<file path="config.mk">
export PLATFORM = sky130hd
export DESIGN_NAME = frame_block_scheduler
export DESIGN_NICKNAME = d
export VERILOG_FILES = /design/src/rtl/frame_block_scheduler.sv
export SDC_FILE = /design/constraint.sdc
export NUM_CORES = 1
export LEC_CHECK = 0
export ABC_AREA = 0
export ABC_CLOCK_PERIOD_IN_PS = 3080
export CAP_MARGIN = 5
export CELL_PAD_IN_SITES_DETAIL_PLACEMENT = 0
export CELL_PAD_IN_SITES_GLOBAL_PLACEMENT = 1
export CORE_ASPECT_RATIO = 0.8
export CORE_MARGIN = 8
export CORE_UTILIZATION = 30
export CTS_BUF_LIST = sky130_fd_sc_hd__clkbuf_4
export DETAILED_ROUTE_END_ITERATION = 10
export PLACE_DENSITY = 0.73
export SYNTH_ARGS = -nofsm -noshare
export SYNTH_HDL_FRONTEND = slang
export SYNTH_SLANG_ARGS = --single-unit
export TNS_END_PERCENT = 1
</file>
<file path="constraint.sdc">
create_clock -name clk -period 3.08 [get_ports clk]
set_input_delay 0.462 -clock clk [delete_from_list [all_inputs] [get_ports clk]]
set_output_delay 0.462 -clock clk [all_outputs]
set_load 0.03 [all_outputs]
</file>
<file path="src/rtl/frame_block_scheduler.sv">
// frame_block_scheduler: hands frame-buffer blocks to the camera writer,
// publishes the newest finished block to the display reader, and optionally
// freezes one block for a screenshot (compile with SCREENSHOT_EN defined).
// Same-cycle events resolve in the order: write done, read start, write start.
module frame_block_scheduler #(
    parameter int BLOCK_NUM = 3
) (
    input  logic       clk,
    input  logic       rest_n,
    input  logic       wr_frame_start,
    input  logic       wr_frame_done,
    output logic [1:0] wr_block,
    output logic       wr_ok,
    input  logic       rd_frame_start,
    output logic [1:0] rd_block,
    output logic       rd_valid,
    input  logic       shot_req,
    output logic [1:0] shot_block,
    output logic       shot_valid,
    output logic [7:0] drop_cnt
);

    logic [1:0] latest_blk;
    logic       latest_valid;

    logic [1:0] wr_block_n;
    logic       wr_ok_n;
    logic [1:0] rd_block_n;
    logic       rd_valid_n;
    logic [1:0] latest_blk_n;
    logic       latest_valid_n;
    logic [7:0] drop_cnt_n;
    logic [3:0] excluded;
    logic [3:0] shot_excl;
    logic [1:0] free_blk;
    logic       free_found;

    function automatic logic [7:0] sat_inc(input logic [7:0] v);
        return (v == 8'hFF) ? v : v + 8'd1;
    endfunction

`ifdef SCREENSHOT_EN
    logic       shot_req_d;
    logic [1:0] shot_block_n;
    logic       shot_valid_n;

    // Capture the newest published block on a shot_req rise, release on its fall.
    always_comb begin
        shot_block_n = shot_block;
        shot_valid_n = shot_valid;
        shot_excl    = '0;
        if (shot_req && !shot_req_d && latest_valid_n) begin
            shot_block_n = latest_blk_n;
            shot_valid_n = 1'b1;
        end else if (!shot_req && shot_req_d) begin
            shot_valid_n = 1'b0;
        end
        if (shot_valid_n) begin
            shot_excl[shot_block_n] = 1'b1;
        end
    end

    // Screenshot state registers.
    always_ff @(posedge clk or negedge rest_n) begin
        if (!rest_n) begin
            shot_req_d <= 1'b0;
            shot_block <= '0;
            shot_valid <= 1'b0;
        end else begin
            shot_req_d <= shot_req;
            shot_block <= shot_block_n;
            shot_valid <= shot_valid_n;
        end
    end
`else
    logic unused_shot_req;
    assign unused_shot_req = shot_req;
    assign shot_excl       = '0;
    assign shot_block      = '0;
    assign shot_valid      = 1'b0;
`endif

    // Resolve done, then read start, then write start, so each later event
    // sees the effects of the earlier ones within the same cycle.
    always_comb begin
        wr_block_n     = wr_block;
        wr_ok_n        = wr_ok;
        rd_block_n     = rd_block;
        rd_valid_n     = rd_valid;
        latest_blk_n   = latest_blk;
        latest_valid_n = latest_valid;
        drop_cnt_n     = drop_cnt;
        excluded       = '0;
        free_blk       = '0;
        free_found     = 1'b0;

        if (wr_frame_done && wr_ok) begin
            latest_blk_n   = wr_block;
            latest_valid_n = 1'b1;
            wr_ok_n        = 1'b0;
        end

        if (rd_frame_start && latest_valid_n) begin
            rd_block_n = latest_blk_n;
            rd_valid_n = 1'b1;
        end

        for (int i = 0; i < 4; i++) begin
            excluded[i] = (i >= BLOCK_NUM)
                        || (rd_valid_n && rd_block_n == 2'(i))
                        || (latest_valid_n && latest_blk_n == 2'(i))
                        || shot_excl[i];
        end

        // Scan downward so the lowest free index wins.
        for (int i = 3; i >= 0; i--) begin
            if (!excluded[i]) begin
                free_found = 1'b1;
                free_blk   = 2'(i);
            end
        end

        if (wr_frame_start) begin
            if (free_found) begin
                wr_block_n = free_blk;
                wr_ok_n    = 1'b1;
            end else begin
                wr_ok_n    = 1'b0;
                drop_cnt_n = sat_inc(drop_cnt);
            end
        end
    end

    // Writer, reader and publication state registers.
    always_ff @(posedge clk or negedge rest_n) begin
        if (!rest_n) begin
            wr_block     <= '0;
            wr_ok        <= 1'b0;
            rd_block     <= '0;
            rd_valid     <= 1'b0;
            latest_blk   <= '0;
            latest_valid <= 1'b0;
            drop_cnt     <= '0;
        end else begin
            wr_block     <= wr_block_n;
            wr_ok        <= wr_ok_n;
            rd_block     <= rd_block_n;
            rd_valid     <= rd_valid_n;
            latest_blk   <= latest_blk_n;
            latest_valid <= latest_valid_n;
            drop_cnt     <= drop_cnt_n;
        end
    end

endmodule

</file>
==> results of run 1 <==
-- layout make-up --
type / instances / share of cell area
clock inverter: 1 / 0.00566
timing repair buffer: 18 / 0.204
inverter: 4 / 0.0170
tap: 25 / 0.0354
clock buffer: 3 / 0.0255
multi-input combinational: 29 / 0.232
sequential: 17 / 0.481
-- kinds of logic (layout without fill, tap and decap cells) --
family / count (synthesis) / count (layout) / share of synthesized area
flops: 17 / 17 / 0.616
buf+inv: 15 / 26 / 0.0978
compound gates: 11 / 11 / 0.118
simple gates: 11 / 11 / 0.0888
mux: 4 / 4 / 0.0743
other cells: 1 / 3 / 0.00543
-- path summary, 6_finish.rpt --
check / end / depth (start not counted) / slack (ns) / from
worst max-delay path: wr_ok / 1 / 1.20 / wr_ok
worst min-delay path: drop_cnt[3] / 0 / 0.38 / drop_cnt[3]
worst max register to register: wr_block[0] / 4 / 1.67 / wr_ok
worst min register to register: drop_cnt[3] / 0 / 0.38 / drop_cnt[3]
max in group asynchronous: rd_block[0] / 1 / 2.04 / rest_n
min in group asynchronous: wr_ok / 1 / 0.59 / rest_n
-- sequential cells by signal, summed over array words and instances (netlist names) --
| register | cells |
|---|---|
| drop_cnt | 8 |
| latest_blk | 2 |
| rd_block | 2 |
| wr_block | 2 |
| latest_valid | 1 |
| rd_valid | 1 |
| wr_ok | 1 |
-- routing by layer --
metal / track usage / part of all wire / vias to the layer above
met1: 0.0816 / 0.44 / 222
met2: 0.0958 / 0.46 / 14
met5: 0 / 0 / -
li1: - / - / 214
met3: 0.0487 / 0.094 / 2
met4: 0.0343 / 0.011 / 0
-- cell usage after synthesis --
master	instances
nor3_1	1
mux2i_1	1
a21boi_0	1
nand2b_1	3
or2_1	1
a41oi_1	1
buf_4	3
mux2_4	2
dfrtp_1	17
o21ai_0	2
a41o_1	1
a21oi_1	2
inv_1	4
a21oi_2	1
mux2_2	1
conb_1	1
and3_2	1
nand2_1	2
a22o_1	1
nand4b_1	1
a2bb2oi_1	1
a21o_2	1
nor2_1	2
clkbuf_1	8
-- power by group through the flow --
| stage | registers, mW | clock network [mW] | logic (mW) |
|---|---|---|---|
| final | 0.272 | 0.116 | 0.184 |
| after global routing | 0.277 | 0.134 | 0.200 |
| after CTS | 0.272 | 0.123 | 0.186 |
| after detailed placement | 0.277 | 0 | 0.184 |
| after global placement | 0.277 | 0 | 0.184 |
| after floorplan | 0.310 | 0 | 0.0871 |
-- worst register-to-register path: cells and delay by family, from the launching register on --
family         cells  cell delay [ns]
flip-flops         1             0.44
AO/OA/AOI/OAI      3             0.56
multiplexers       1             0.31
-- metrics by stage --
step / util / hold WS (ns) / setup WS [ns] / power, mW / cells
detailed placement: 0.394 / 0.364 / 1.13 / 0.462 / 93
global route: 0.406 / 0.395 / 1.11 / 0.612 / 97
finish: 0.406 / 0.382 / 1.20 / 0.572 / 97
CTS: 0.406 / 0.388 / 1.17 / 0.582 / 97
global placement: 0.394 / 0.364 / 1.13 / 0.461 / 93
floorplan: - / 0.166 / 1.60 / 0.397 / 61
==> key figures, run 1 <==
Place
  • Dpl cell area: around 860 µm²
  • GP Congestion: between 0.7 and 0.8
  • Count of buffers from port buffering: 18
  • Detailed placer's ending HPWL: approximately 1000 µm

Yosys
  • Post-synth cell types: 24
  • Register area share after synthesis: 0.616
  • Yosys top cell area share: 0.616
  • Synth warn: 0
  • Flops & latches, synth: 17
  • Mapped Cells: slightly below 60
  • Synth area leaders: dfrtp_1 62%, clkbuf_1 4.3%, mux2_4 4.3%
  • Mean post-synth cell area: roughly 12 µm²
  • Yosys top cell by area: dfrtp_1
  • Post-Synthesis Cell Area: between 600 and 700 µm²

Setup path
  • Setup crit end kind: output pin
  • Crit-path leading delay family: buffers and inverters
  • CP arrival: between 1 and 1.5 ns
  • Worst Path Max Fanout: 6
  • Critical Path Max Stage Delay: 0.70 ns
  • CP Class: reg -> out
  • CP max stage cell: clkdlybuf4s50_1
  • CP Buf/Inv Count: 1
  • Crit-path cells: clkdlybuf4s50_1
  • Worst path required time: 2.62 ns
  • Startpoint Class: flop

Die
  • Die Height: just under 60 µm
  • Die ar.: 4100 µm²
  • Core footprint: between 2000 and 2500 µm²
  • Die width: slightly below 70 µm
  • Ports: 23
  • Row count: 15
  • Starting Density: 0.317

Clock network
  • Post_cts resized: 0
  • Setup Fix Bufs, Post-CTS: 0
  • CTS Buf Count: 3
  • Root buffer cell: clkbuf_4
  • Worst-Skew Late Latency: around 0.29 ns
  • CTS Hold Bufs: 0
  • Num Clock Sinks: 17
  • Clock Path Buffers: 2
  • CTS tree: built
  • Htree depth: 1
  • Clk slew on worst S/H paths: roughly 0.090 ns

Timing
  • Worst-margin pin slew: between 0.7 and 0.8 ns
  • Setup_tns: 0 ns
  • Fmax: around 530 MHz
  • RSZ-0062 raised after global routing: no
  • Fin. max-slew vios: 0
  • Final Critical Period: ~1.9 ns
  • Relative slew slack: 0.524
  • Worst clock skew: approximately 0.0023 ns
  • Endpoints failing setup: 0
  • Period Utilization, post-route: 0.611
  • Final hold viol count: 0

GRT
  • First-pass GRT wire length: 2250 µm
  • Initial antenna violation count: 0
  • Vias in the first global route: 481
  • Gr usage total: 0.0704
  • Largest net degree at the start of global routing: 18
  • Overflow left after global routing: 0

Job
  • Max Cap Viol: 0

Finish
  • Design Area, Final: between 800 and 900 µm²
  • Commonest non-fill, non-tap cell in the layout: clkdlybuf4s50_1
  • Commonest non-fill, non-tap cells in the layout: 18 x clkdlybuf4s50_1, 17 x dfrtp_1, 4 x inv_1
  • # diodes: 0
  • FF+latch area: between 400 and 500 µm²
  • Layout cells sized above 1: 0.139
  • P&R area growth vs syn: 28.1%
  • Layout Nets: a little under 80
  • Filler Cell Count: 217
  • Multi-input gate area: between 200 and 250 µm²

Power and ir drop
  • Proportion of power drawn by the clock network: 0.202
  • Worst VDD drop: approximately 0.00034 V
  • Combinational Power Share: 0.322
  • PwrDens: around 650 nW/µm²
  • Sequential Power Share: 0.476
  • Internal power: ~390 µW
  • Switching power share of the total: 0.326
  • Static Leakage: around 0.42 nW
  • Psw: around 190 µW

Route
  • 1st-pass router iterations: 4
  • Final wirelength: between 1000 and 1500 µm
  • Total number of vias: between 400 and 500
  • Initial DRC Count: 7
  • Routed wire per std cell: around 13 µm
  • Antenna viol nets, final: 0
  • Via density: about 4.7
  • DRC Markers: 0

Worst hold path
  • Worst Hold Class: reg -> reg

Status
  • Run status: finished clean
Note: power is estimated with default switching activity, not from simulation.
==> run 2: changes to the inputs <==
--- a/config.mk
+++ b/config.mk
@@ -6,7 +6,7 @@
 export NUM_CORES = 1
 export LEC_CHECK = 0
 export ABC_AREA = 0
-export ABC_CLOCK_PERIOD_IN_PS = 3080
+export ABC_CLOCK_PERIOD_IN_PS = 1900
 export CAP_MARGIN = 5
 export CELL_PAD_IN_SITES_DETAIL_PLACEMENT = 0
 export CELL_PAD_IN_SITES_GLOBAL_PLACEMENT = 1
==> constraint.sdc (replaced) <==
create_clock -name clk -period 1.9 [get_ports clk]
set_input_delay 0.285 -clock clk [delete_from_list [all_inputs] [get_ports clk]]
set_output_delay 0.285 -clock clk [all_outputs]
set_load 0.03 [all_outputs]
==> run 2 against run 1 <==
  * First-iteration DRC count increased by 14%
  * Sequential cell count unchanged
  * Setup slack got worse by 1.0 ns
  * Highest routed layer unchanged
  * Critical path type unchanged
==> key figures, run 2 (synthesis gave the netlist of run 1 again) <==
GRT
  • Largest net degree at the start of global routing: 18 (unchanged)
  • First-pass GRT wire length: 2270 µm (+0.93%)
  • Initial antenna violation count: 0 (unchanged)
  • Vias in the first global route: 484 (+0.62%)
  • Overflow left after global routing: 0 (unchanged)
  • Gr usage total: 0.0705 (about the same)

Clock network
  • CTS tree: built
  • Num Clock Sinks: 17 (unchanged)
  • Clk slew on worst S/H paths: 0.10 ns (about the same)
  • Setup Fix Bufs, Post-CTS: 0 (unchanged)
  • Clock Path Buffers: 2 (unchanged)
  • Root buffer cell: clkbuf_4
  • Post_cts resized: 0 (unchanged)
  • Htree depth: 1 (unchanged)
  • Worst-Skew Late Latency: 0.29 ns (about the same)
  • CTS Hold Bufs: 0 (unchanged)
  • CTS Buf Count: 3 (unchanged)

Route
  • 1st-pass router iterations: 4 (unchanged)
  • WL met3: 112 µm (-7.4%)
  • Routed wl met2: 583 µm (-0.68%)
  • Initial DRC Count: 8 (+1)
  • Via density: 4.37 (-6.3%)
  • DRC Markers: 0 (unchanged)
  • Antenna viol nets, final: 0 (unchanged)
  • Routed wire per std cell: 13.5 µm (+1.4%)
  • Total number of vias: 428 (-5.3%)
  • Final wirelength: 1320 µm (+2.4%)
  • Max layer used: met4
  • Metal-1 WL: 609 µm (+8.0%)

Timing
  • Final Critical Period: 1.70 ns
  • Worst clock skew: 0.00682 ns (+0.00449 ns)
  • Final hold viol count: 0 (unchanged)
  • Period Utilization, post-route: 0.896
  • Fmax: 587 MHz
  • Worst setup margin: 0.198 ns (-1.00 ns)
  • Endpoints failing setup: 0 (unchanged)
  • RSZ-0062 raised after global routing: no
  • Setup_tns: 0 ns (unchanged)
  • Hold slack final: 0.304 ns (-0.0771 ns)
  • Fin. max-slew vios: 0 (unchanged)

Finish
  • Commonest non-fill, non-tap cells in the layout: 18 x clkdlybuf4s50_1, 17 x dfrtp_1, 4 x inv_1
  • Max reg flops: 8 (unchanged)
  • Layout cells sized above 1: 0.151 (+0.0118)
  • Design Area, Final: 892 µm² (+0.85%)
  • Commonest non-fill, non-tap cell in the layout: clkdlybuf4s50_1
  • P&R area growth vs syn: 29.2%
  • # diodes: 0 (unchanged)
  • Top reg by flops: drop_cnt
  • Layout Nets: 80 (+1.3%)

Setup path
  • CP Class: reg -> out
  • CP max stage cell: clkdlybuf4s50_1
  • Reg-to-reg slack, setup: 0.49 ns (-1.18 ns)
  • Startpoint Class: flop
  • Critical Path Max Stage Delay: 0.70 ns (about the same)
  • CP arrival: 1.42 ns (about the same)
  • Crit-path leading delay family: buffers and inverters
  • Worst Path Max Fanout: 6 (unchanged)
  • Setup crit end kind: output pin
  • Worst reg2reg path depth: 4 (unchanged)
  • Crit-path cells: clkdlybuf4s50_1
  • Crit Reg-Reg Startpoint: wr_ok
  • CP Buf/Inv Count: 1 (unchanged)
  • Worst path required time: 1.62 ns (-1.00 ns)
  • Reg2reg end: wr_block[0]

Place
  • Dpl cell area: 865 µm² (+0.88%)
  • Count of buffers from port buffering: 18 (unchanged)
  • Detailed placer's ending HPWL: 1040 µm (+2.7%)
  • GP Congestion: 0.769 (-3.3%)
  • Pre-CTS WS: 0.126 ns (-1.00 ns)

Die
  • Die width: 69.6 µm (unchanged)
  • Core footprint: 2180 µm² (unchanged)
  • Ports: 23 (unchanged)
  • Die Height: 58.9 µm (unchanged)
  • Row count: 15 (unchanged)
  • Die ar.: 4100 µm² (unchanged)
  • Starting Density: 0.317 (unchanged)

Status
  • Run status: finished clean

Worst hold path
  • Worst Hold Class: in -> async

Power and ir drop
  • PwrDens: 1040 nW/µm² (+61%)
  • Final total power: 928 µW (+62%)
  • Worst VDD drop: 0.000591 V (+74%)
  • Static Leakage: 0.422 nW (+1.2%)

Job
  • Max Cap Viol: 0 (unchanged)
[run 2: changes by cell type in the layout (fill, tap and decap cells not counted), sizes merged]
cell  before  now
buf        0    1
[run 2: layout make-up]
cell class | count | area (µm²)
flip-flops and latches | 17 | 425
clock buffers | 3 | 22.5
clock inverters | 1 | 5.00
well taps | 25 | 31.3
inverters | 4 | 15.0
repair buffers | 19 | 188
multi-input cells | 29 | 205
fillers | 223 | 1280
[run 2: routing by layer]
metal | track usage | up-vias
li1 | - | 212
met1 | 0.0779 | 199
met2 | 0.106 | 15
met3 | 0.0470 | 2
met4 | 0.0257 | 0
met5 | 0 | -
[run 2: power by group]
part / leakage, nW / total (mW) / switching [mW] / internal, mW
clock network: 0.0177 / 0.187 / 0.109 / 0.0782
logic: 0.190 / 0.298 / 0.156 / 0.142
registers: 0.214 / 0.443 / 0.0367 / 0.406
[run 2: stage by stage]
step	utilization	std cells
floorplan	-	61
global placement	0.397	94
detailed placement	0.397	94
CTS	0.410	98
global route	0.410	98
finish	0.410	98
[run 2: how the worst max path moves through the flow]
| stage | end | slack (ns) | startpoint | cells after the start |
|---|---|---|---|---|
| after global placement | wr_block[0] | 0.13 | wr_frame_done | 5 |
| final | wr_ok | 0.20 | wr_ok | 1 |
| after floorplan | wr_block[0] | 0.42 | wr_ok | 4 |
| after detailed placement | wr_block[0] | 0.13 | wr_frame_done | 5 |
| after CTS | wr_ok | 0.17 | wr_ok | 1 |
| after global routing | wr_ok | 0.13 | wr_ok | 1 |
==> run 3: changes to the inputs <==
--- a/config.mk
+++ b/config.mk
@@ -5,9 +5,9 @@
 export SDC_FILE = /design/constraint.sdc
 export NUM_CORES = 1
 export LEC_CHECK = 0
-export ABC_AREA = 0
+export ABC_AREA = 1
 export ABC_CLOCK_PERIOD_IN_PS = 1900
-export CAP_MARGIN = 5
+export CAP_MARGIN = 10
 export CELL_PAD_IN_SITES_DETAIL_PLACEMENT = 0
 export CELL_PAD_IN_SITES_GLOBAL_PLACEMENT = 1
 export CORE_ASPECT_RATIO = 0.8
@@ -15,7 +15,7 @@
 export CORE_UTILIZATION = 30
 export CTS_BUF_LIST = sky130_fd_sc_hd__clkbuf_4
 export DETAILED_ROUTE_END_ITERATION = 10
-export PLACE_DENSITY = 0.73
+export PLACE_DENSITY = 0.75
 export SYNTH_ARGS = -nofsm -noshare
 export SYNTH_HDL_FRONTEND = slang
 export SYNTH_SLANG_ARGS = --single-unit
==> run 3 against run 2 <==
  * Sequential cell count unchanged
  * Maximum frequency decreased by 0.20%
  * Critical endpoint unchanged
  * Critical path type unchanged
  * Global-route usage hardly changed
  * Sequential share of layout area fell by 1.1 points
  * Total power shrank 9.0%
  * Register-to-register slack improved by 0.11 ns
  * Clock skew is 0.0063 ns lower
  * Non-clock buffer count stayed put
  * Combinational power down 23%
==> key figures, run 3 <==
Finish
  • Multi-input gate area: 186 µm² (-9.1%)
  • Filler Cell Count: 230 (+3.1%)
  • Max reg flops: 8 (unchanged)
  • Final core occ: 0.416 (+0.00618)
  • Commonest non-fill, non-tap cell in the layout: clkdlybuf4s50_1
  • P&R area growth vs syn: 28.7%
  • # diodes: 0 (unchanged)
  • FF+latch area: 425 µm² (unchanged)
  • Layout cells sized above 1: 0.108 (-0.0432)
  • Design Area, Final: 913 µm² (+2.4%)
  • Commonest non-fill, non-tap cells in the layout: 18 x clkdlybuf4s50_1, 17 x nand2_1, 17 x dfrtp_1
  • Layout Nets: 100 (+25%)
  • Top reg by flops: drop_cnt

Die
  • Die Height: 59.5 µm (+0.98%)
  • Starting Density: 0.323 (+0.00584)
  • Die ar.: 4190 µm² (+2.0%)
  • Die width: 70.4 µm (+1.0%)
  • Core footprint: 2200 µm² (+0.86%)
  • Ports: 23 (unchanged)
  • Row count: 15 (unchanged)

Yosys
  • Synth area leaders: dfrtp_1 60%, nand2_1 9.0%, inv_1 7.4%
  • Flops & latches, synth: 17 (unchanged)
  • Post-synthesis async set-or-reset flop share: 1.00 (unchanged)
  • Post-synth cell types: 14 (-42%)
  • Top_reg_cell synth: dfrtp_1
  • Yosys top cell by area: dfrtp_1
  • EDFF count, synth: 0 (unchanged)
  • Synth warn: 0 (unchanged)
  • Yosys top cell area share: 0.600 (-0.0163)
  • Mapped Cells: 79 (+34%)
  • Most frequent cells after synthesis: 17 x dfrtp_1, 17 x nand2_1, 14 x inv_1
  • Mean post-synth cell area: 8.98 µm² (-23%)
  • Register area share after synthesis: 0.600 (-0.0163)
  • Post-Synthesis Cell Area: 709 µm² (+2.7%)

Clock network
  • Worst-Skew Late Latency: 0.28 ns (about the same)
  • Htree depth: 1 (unchanged)
  • CTS Buf Count: 3 (unchanged)
  • Clk slew on worst S/H paths: 0.09 ns (about the same)
  • Root buffer cell: clkbuf_4
  • CTS Hold Bufs: 0 (unchanged)
  • Num Clock Sinks: 17 (unchanged)
  • Post_cts resized: 0 (unchanged)
  • CTS tree: built
  • Setup Fix Bufs, Post-CTS: 0 (unchanged)
  • Clock Path Buffers: 2 (unchanged)

Timing
  • Setup_tns: 0 ns (unchanged)
  • RSZ-0062 raised after global routing: no
  • Fmax: 586 MHz (-0.20%)
  • Final hold viol count: 0 (unchanged)
  • Endpoints failing setup: 0 (unchanged)
  • Final Critical Period: 1.71 ns (+0.00348 ns)
  • Period Utilization, post-route: 0.898 (+0.00183)
  • Fin. max-slew vios: 0 (unchanged)
  • Worst setup margin: 0.194 ns (-0.00348 ns)
  • Hold slack final: 0.325 ns (+0.0208 ns)
  • Worst clock skew: 0.000500 ns (-0.00632 ns)

Setup path
  • Crit Reg-Reg Startpoint: wr_ok
  • Critical Path Max Stage Delay: 0.70 ns (about the same)
  • Worst path depth: 1 (unchanged)
  • Reg2reg end: wr_block[0]
  • Worst Path Max Fanout: 5 (-1)
  • Setup crit end kind: output pin
  • Worst path required time: 1.62 ns (about the same)
  • Worst reg2reg path depth: 9 (+5)
  • CP arrival: 1.42 ns (about the same)
  • Crit-path leading delay family: buffers and inverters
  • CP max stage cell: clkdlybuf4s50_1
  • CP Class: reg -> out
  • Startpoint Class: flop
  • Crit-path cells: clkdlybuf4s50_1
  • Reg-to-reg slack, setup: 0.60 ns (+0.11 ns)
  • CP Buf/Inv Count: 1 (unchanged)

GRT
  • Largest net degree at the start of global routing: 18 (unchanged)
  • Overflow left after global routing: 0 (unchanged)
  • Initial antenna violation count: 0 (unchanged)
  • Vias in the first global route: 527 (+8.9%)
  • First-pass GRT wire length: 2340 µm (+3.0%)
  • Gr usage total: 0.0705 (about the same)

Route
  • Total number of vias: 493 (+15%)
  • Final wirelength: 1340 µm (+1.7%)
  • 1st-pass router iterations: 4 (unchanged)
  • Via density: 4.18 (-4.3%)
  • Initial DRC Count: 13 (+5)
  • Antenna viol nets, final: 0 (unchanged)
  • DRC Markers: 0 (unchanged)
  • Routed wire per std cell: 11.4 µm (-16%)

Power and ir drop
  • Worst VDD drop: 0.000489 V (-17%)
  • PwrDens: 924 nW/µm² (-11%)
  • Static Leakage: 0.491 nW (+17%)

Place
  • Pre-CTS WS: 0.191 ns (+0.0651 ns)
  • Count of buffers from port buffering: 18 (unchanged)
  • Detailed placer's ending HPWL: 1080 µm (+3.4%)
  • GP Congestion: 0.745 (-3.1%)
  • Dpl cell area: 883 µm² (+2.2%)

Job
  • Max Cap Viol: 0 (unchanged)

Status
  • Run status: finished clean

Worst hold path
  • Worst Hold Class: in -> async
## run 3: cell count changes in the layout (fill, tap and decap cells not counted), moves of 2 or more
cell      change
nand2b_1      -3
nand2_4       +2
mux2_4        -2
nand3_1       +8
nand2_1      +15
inv_1        +10
nand2_2       +2
## run 3: routing by layer
layer / part of all wire / vias up / track usage
met2: 0.46 / 14 / 0.120
met1: 0.47 / 225 / 0.0750
met3: 0.069 / 0 / 0.0436
met4: 0 / 0 / 0.00857
met5: 0 / - / 0
li1: - / 254 / -
## run 3: metrics by stage
stage / power [mW] / cells
floorplan: 0.569 / 81
finish: 0.844 / 118
detailed placement: 0.653 / 114
global route: 0.909 / 118
global placement: 0.650 / 114
CTS: 0.863 / 118
## run 3: cells by family after synthesis
| family | synth area share |
|---|---|
| flip-flops | 0.600 |
| AND/OR/NAND/NOR | 0.206 |
| AO/OA/AOI/OAI | 0.0406 |
| buffers and inverters | 0.148 |
| other | 0.00529 |
## run 3: how the worst max path moves through the flow
stage / startpoint / endpoint / slack (ns)
5_1_grt: wr_ok / wr_ok / 0.13
3_5_place_dp: wr_frame_done / wr_block[0] / 0.19
3_3_place_gp: wr_frame_done / wr_block[1] / 0.22
2_1_floorplan: wr_ok / wr_block[0] / 0.55
6_report: wr_ok / wr_ok / 0.19
4_1_cts: wr_ok / wr_ok / 0.17
## run 3: layout make-up
| class | count | area share |
|---|---|---|
| clock buffers | 4 | 0.0329 |
| inverters | 14 | 0.0575 |
| multi-input cells | 39 | 0.204 |
| flip-flops and latches | 17 | 0.466 |
| well taps | 25 | 0.0342 |
| repair buffers | 19 | 0.205 |
## run 3: report_power, final
group,total [mW],internal [mW],switching [mW]
sequential,0.416,0.394,0.0218
clock,0.199,0.0958,0.104
combinational,0.229,0.0854,0.143
